### config.mk
export PLATFORM = sky130hd
export DESIGN_NAME = tlul_host_arb2
export DESIGN_NICKNAME = d
export VERILOG_FILES = /design/src/rtl/tlul_pkg.sv /design/src/rtl/tlul_host_arb2.sv
export SDC_FILE = /design/constraint.sdc
export NUM_CORES = 1
export LEC_CHECK = 0
export CORE_AREA = 2 2 165 167
export CTS_BUF_LIST = sky130_fd_sc_hd__clkbuf_4
export DETAILED_ROUTE_END_ITERATION = 12
export DIE_AREA = 0 0 167 169
export SYNTH_ARGS = -nofsm -noshare
export SYNTH_HDL_FRONTEND = slang
export SYNTH_SLANG_ARGS = --single-unit
### constraint.sdc
create_clock -name clk_i -period 4.85 [get_ports clk_i]
set_input_delay 0.97 -clock clk_i [delete_from_list [all_inputs] [get_ports clk_i]]
set_output_delay 0.97 -clock clk_i [all_outputs]
set_load 0.05 [all_outputs]
### src/rtl/tlul_pkg.sv
// Minimal TL-UL request/response types used by the host arbiter and its bench.
package tlul_pkg;

    localparam logic [2:0] OpGet           = 3'h4;
    localparam logic [2:0] OpAccessAck     = 3'h0;
    localparam logic [2:0] OpAccessAckData = 3'h1;

    typedef struct packed {
        logic        a_valid;
        logic [2:0]  a_opcode;
        logic [2:0]  a_param;
        logic [1:0]  a_size;
        logic [7:0]  a_source;
        logic [31:0] a_address;
        logic [3:0]  a_mask;
        logic [31:0] a_data;
        logic        d_ready;
    } tl_h2d_t;

    typedef struct packed {
        logic        d_valid;
        logic [2:0]  d_opcode;
        logic [2:0]  d_param;
        logic [1:0]  d_size;
        logic [7:0]  d_source;
        logic        d_sink;
        logic [31:0] d_data;
        logic        d_error;
        logic        a_ready;
    } tl_d2h_t;

    localparam tl_d2h_t TL_D2H_DEFAULT = '{
        d_valid:  1'b0,
        d_opcode: OpAccessAck,
        d_param:  3'h0,
        d_size:   2'h0,
        d_source: 8'h0,
        d_sink:   1'b0,
        d_data:   32'h0,
        d_error:  1'b0,
        a_ready:  1'b1
    };

endpackage

### src/rtl/tlul_host_arb2.sv
// Two-to-one TL-UL host arbiter: round-robin A grant held until handshake, in-order tag FIFO
// steering D responses. Define TLUL_HOST_ARB_DATA_PRIO_EN to give h1 (data) fixed priority.
module tlul_host_arb2
    import tlul_pkg::*;
#(
    parameter int unsigned Depth = 2,
    parameter int unsigned CntW  = $clog2(Depth + 1)
) (
    input  logic            clk_i,
    input  logic            rst_ni,
    input  tl_h2d_t         tl_h0_i,
    output tl_d2h_t         tl_h0_o,
    input  tl_h2d_t         tl_h1_i,
    output tl_d2h_t         tl_h1_o,
    output tl_h2d_t         tl_d_o,
    input  tl_d2h_t         tl_d_i,
    output logic [CntW-1:0] outstanding_o,
    output logic            unexp_rsp_o
);

    localparam int unsigned     PtrW    = (Depth > 1) ? $clog2(Depth) : 1;
    localparam logic [CntW-1:0] CntMax  = CntW'(Depth);
    localparam logic [PtrW-1:0] PtrLast = PtrW'(Depth - 1);

    logic [Depth-1:0] tags_q, tags_d;
    logic [PtrW-1:0]  wptr_q, wptr_d, rptr_q, rptr_d;
    logic [CntW-1:0]  count_q, count_d;
    logic             last_q, last_d;
    logic             lock_q, lock_d;
    logic             lock_id_q, lock_id_d;
    logic             unexp_q, unexp_d;

    logic gnt_id, gnt_valid, a_open, fifo_empty, head_id, push, pop;

    always_comb begin
        if (lock_q) begin
            gnt_id = lock_id_q;
        end else if (tl_h0_i.a_valid && tl_h1_i.a_valid) begin
`ifdef TLUL_HOST_ARB_DATA_PRIO_EN
            gnt_id = 1'b1;
`else
            gnt_id = ~last_q;
`endif
        end else begin
            gnt_id = tl_h1_i.a_valid;
        end
        gnt_valid  = gnt_id ? tl_h1_i.a_valid : tl_h0_i.a_valid;
        // Reset gating keeps the device port quiet while rst_ni is held low.
        a_open     = rst_ni && (count_q < CntMax);
        fifo_empty = (count_q == '0);
        head_id    = tags_q[rptr_q];
    end

    always_comb begin
        tl_d_o         = gnt_id ? tl_h1_i : tl_h0_i;
        tl_d_o.a_valid = gnt_valid && a_open;
        tl_d_o.d_ready = fifo_empty ? 1'b1 : (head_id ? tl_h1_i.d_ready : tl_h0_i.d_ready);

        tl_h0_o = TL_D2H_DEFAULT;
        tl_h1_o = TL_D2H_DEFAULT;
        if (!fifo_empty) begin
            if (head_id) begin
                tl_h1_o = tl_d_i;
            end else begin
                tl_h0_o = tl_d_i;
            end
        end
        tl_h0_o.a_ready = !gnt_id && a_open && tl_d_i.a_ready;
        tl_h1_o.a_ready = gnt_id && a_open && tl_d_i.a_ready;
    end

    assign push = tl_d_o.a_valid && tl_d_i.a_ready;
    // A beat seen while empty is never matched, even if a push lands in the same cycle.
    assign pop  = !fifo_empty && tl_d_i.d_valid && tl_d_o.d_ready;

    always_comb begin
        tags_d    = tags_q;
        wptr_d    = wptr_q;
        rptr_d    = rptr_q;
        count_d   = count_q;
        last_d    = last_q;
        lock_d    = lock_q;
        lock_id_d = lock_id_q;
        unexp_d   = unexp_q | (fifo_empty & tl_d_i.d_valid);

        if (push) begin
            tags_d[wptr_q] = gnt_id;
            wptr_d         = (wptr_q == PtrLast) ? '0 : wptr_q + 1'b1;
            last_d         = gnt_id;
        end
        if (pop) begin
            rptr_d = (rptr_q == PtrLast) ? '0 : rptr_q + 1'b1;
        end
        case ({push, pop})
            2'b10:   count_d = count_q + 1'b1;
            2'b01:   count_d = count_q - 1'b1;
            default: count_d = count_q;
        endcase

        if (push) begin
            lock_d = 1'b0;
        end else if (gnt_valid) begin
            lock_d    = 1'b1;
            lock_id_d = gnt_id;
        end
    end

    always_ff @(posedge clk_i or negedge rst_ni) begin
        if (!rst_ni) begin
            tags_q    <= '0;
            wptr_q    <= '0;
            rptr_q    <= '0;
            count_q   <= '0;
            last_q    <= 1'b1;
            lock_q    <= 1'b0;
            lock_id_q <= 1'b0;
            unexp_q   <= 1'b0;
        end else begin
            tags_q    <= tags_d;
            wptr_q    <= wptr_d;
            rptr_q    <= rptr_d;
            count_q   <= count_d;
            last_q    <= last_d;
            lock_q    <= lock_d;
            lock_id_q <= lock_id_d;
            unexp_q   <= unexp_d;
        end
    end

    assign outstanding_o = count_q;
    assign unexp_rsp_o   = unexp_q;

endmodule

==> summary.json <==
{
  "synth-simple-area-share_pct": 26.9,
  "p_int_mw": 1.73,
  "end_of_the_worst_register_to_register_path": "outstanding_o[1]",
  "layout-drive-gt1-share_pct": 21.3,
  "skew_ns": 0.00535,
  "power.ir.vdd_worst_uv": 464,
  "syn_inst": 313,
  "floorplan.initialDensity_pct": 9.15,
  "first_global_vias": 4162,
  "tightest_slew_ns": 0.891,
  "synth_seq_area_share_pct": 10.4,
  "final-hold-violation-count": 0,
  "cp-endpoint": "tl_d_o[9]",
  "yosys.cell_types.count": 32,
  "mappedNetlistArea_um2": 2420,
  "cts_max_path_buffers": 2,
  "areaGrowthSynthToFinish_pct": 184,
  "worst_setup_hold_path_clk_slew_ns": 0.07,
  "p_sw_share_pct": 63.9,
  "max_freq_mhz": 228,
  "synth_compound_area_share_pct": 4.64,
  "grt_antenna_before_repair": 4,
  "synth_enable_flop_cells": 0,
  "synth.area.mux_share_pct": 49.3,
  "detail_route.vias_per_cell": 3.68,
  "die_h_um": 169,
  "synthesis.area_per_instance_um2": 7.75,
  "postRouteAntennaNets": 0,
  "cts_tree": "built",
  "status": "finished clean",
  "cp.required_ns": 3.88,
  "ys_seq_elements": 10,
  "ys_warn_count": 0,
  "worst_hold_check_slack_ns": 0.477,
  "portBuffers": 418,
  "cts_hold_repair.buffers": 0,
  "combinationalPowerShare_pct": 95.1,
  "pin_count_of_the_biggest_net_entering_global_routing": 50,
  "timing.critical_path.from": "tl_h1_i[85]",
  "clock_sink_count": 10,
  "placementRows": 60,
  "critPathMaxFanout": 49,
  "worst_slack_ns": 0.455,
  "critPathKind": "in2out",
  "gp_congestion": 0.768,
  "cts_made_buffers": 3,
  "final.period_utilization_pct": 90.6,
  "cts-resized-gates": 0,
  "layout_common_cells": "sky130_fd_sc_hd__clkdlybuf4s50_1, sky130_fd_sc_hd__nor2_1, sky130_fd_sc_hd__buf_4",
  "mostFrequentLayoutCell": "sky130_fd_sc_hd__clkdlybuf4s50_1",
  "finalCriticalPeriod_ns": 4.40,
  "die_x_um": 167,
  "worstHoldPathType": "reg2reg",
  "num_vias": 3902,
  "post_cts_buffers": 0,
  "unrepaired_setup_endpoints_after_global_routing": "no",
  "cell_area_after_layout_um2": 6900,
  "first_iter_violations": 101,
  "static_leakage_nw": 2.88,
  "postPlaceCellArea_um2": 6870,
  "total_switching_power_mw": 3.07,
  "floorplan.io_pins": 419,
  "synth_top_family_by_area": "multiplexers",
  "critPathArrivalTime_ns": 3.43,
  "pwr-share-clk_pct": 1.4,
  "final-max-slew-violation-count": 0,
  "remaining_global_route_overflow": 0,
  "worst_setup_path_end_kind": "output pin",
  "h_tree_levels": 1,
  "async_flop_share_pct": 100,
  "synth_xor_area_share_pct": 1.81,
  "syn_nets": 540,
  "route.final.wire_length_um": 18100,
  "power_frac_seq_pct": 3.5,
  "ff2ff_path_depth": 5,
  "grt_first_pass_wirelength_um": 25400,
  "setup_viol_count_final": 0,
  "area_share_of_fa_ha_maj_cells_after_synthesis_pct": 0.516,
  "route.detailed.wl_per_inst_um": 17.0,
  "start_point_of_the_worst_hold_path": "unexp_rsp_o",
  "timing.reg2reg.setup_slack_ns": 2.84,
  "insertion_delay_to_the_later_sink_of_the_worst_skew_pair_ns": 0.26,
  "place_hpwl_um": 16200,
  "fin_setup_tns_ns": 0,
  "groute.usage.overall_pct": 11.7,
  "ys_dominant_reg_cell": "sky130_fd_sc_hd__dfrtp_1",
  "post_layout_net_count": 947,
  "drv_cap": 0,
  "die_area_um2": 28200,
  "cts_root_buf": "sky130_fd_sc_hd__clkbuf_4",
  "dp_worst_setup_slack_ns": 0.441,
  "worst_setup_path_start_kind": "input port",
  "pre_repair_dr_iteration_count": 4,
  "slew_headroom_pct": 40.6,
  "core_area_um2": 26500,
  "drc": 0,
  "power_density_nw_per_um2": 696,
  "r2r-start": "rptr_q"
}
## per-stage QoR
stage / std cells / util (%) / total power, mW
after floorplan: 313 / - / 3.29
after global placement: 1056 / 25.9 / 4.76
after detailed placement: 1056 / 25.9 / 4.77
after CTS: 1060 / 26.0 / 4.85
after global routing: 1061 / 26.0 / 5.01
final: 1061 / 26.0 / 4.80
## cell usage after synthesis, types with 2 or more instances
cell type,n,area [um^2]
sky130_fd_sc_hd__buf_2,8,40.0
sky130_fd_sc_hd__buf_6,6,67.6
sky130_fd_sc_hd__clkbuf_1,12,45.0
sky130_fd_sc_hd__dfrtp_1,9,225
sky130_fd_sc_hd__mux2_1,2,22.5
sky130_fd_sc_hd__mux2_2,37,417
sky130_fd_sc_hd__mux2_4,49,736
sky130_fd_sc_hd__mux2i_1,2,20.0
sky130_fd_sc_hd__nand2_1,54,203
sky130_fd_sc_hd__nor2_1,106,398
sky130_fd_sc_hd__o2111ai_1,2,17.5
sky130_fd_sc_hd__o211ai_1,3,22.5
sky130_fd_sc_hd__xnor2_1,3,26.3
sky130_fd_sc_hd__xor2_1,2,17.5
## critical path: stages
cell                              delay (ns)
sky130_fd_sc_hd__clkdlybuf4s50_1        0.54
sky130_fd_sc_hd__nor2b_2                0.23
sky130_fd_sc_hd__a22oi_2                0.17
sky130_fd_sc_hd__buf_12                 0.33
sky130_fd_sc_hd__buf_4                  0.54
sky130_fd_sc_hd__mux2_2                 0.41
sky130_fd_sc_hd__buf_4                  0.19
## cells by family after synthesis
logic type	Yosys count
adder cells (fa/ha/maj)	1
XOR/XNOR	5
AND/OR/NAND/NOR	167
multiplexers	90
buffers and inverters	27
flip-flops	10
AO/OA/AOI/OAI	13
## power by group through the flow
| stage | registers [mW] | clock network [mW] | logic [mW] |
|---|---|---|---|
| 2_1_floorplan | 0.180 | 0 | 3.11 |
| 3_3_place_gp | 0.171 | 0 | 4.59 |
| 3_5_place_dp | 0.172 | 0 | 4.60 |
| 4_1_cts | 0.170 | 0.0689 | 4.61 |
| 5_1_grt | 0.178 | 0.0721 | 4.76 |
| 6_report | 0.170 | 0.0660 | 4.56 |
## per-layer routing
layer	up-vias	global-route usage (%)	part of all wire (%)
met2	256	22.8	52
met5	-	0	0
li1	1863	-	-
met3	10	1.94	7.1
met1	1773	13.7	40
met4	0	1.50	0.89
## worst min path at each step
| stage | slack [ns] | end | cells past startpoint |
|---|---|---|---|
| CTS | 0.48 | unexp_rsp_o | 1 |
| floorplan | 0.47 | wptr_q | 1 |
| global route | 0.50 | unexp_rsp_o | 1 |
| global placement | 0.45 | unexp_rsp_o | 1 |
| detailed placement | 0.45 | unexp_rsp_o | 1 |
| finish | 0.48 | unexp_rsp_o | 1 |
## layout make-up
type | count | area [um^2]
sequential | 10 | 251
inverter | 1 | 3.75
tap | 341 | 427
clock buffer | 4 | 30.0
fill | 2862 | 19600
antenna | 1 | 2.50
multi-input combinational | 276 | 2030
timing repair buffer | 428 | 4150
## state kept, by name, summed over array words and instances (netlist names)
| signal | count |
|---|---|
| tags_q | 2 |
| wptr_q | 1 |
| unexp_rsp_o | 1 |
| rptr_q | 1 |
| last_q | 1 |
| outstanding_o | 2 |
| lock_id_q | 1 |
| lock_q | 1 |
(Power assumes the default switching activity.)
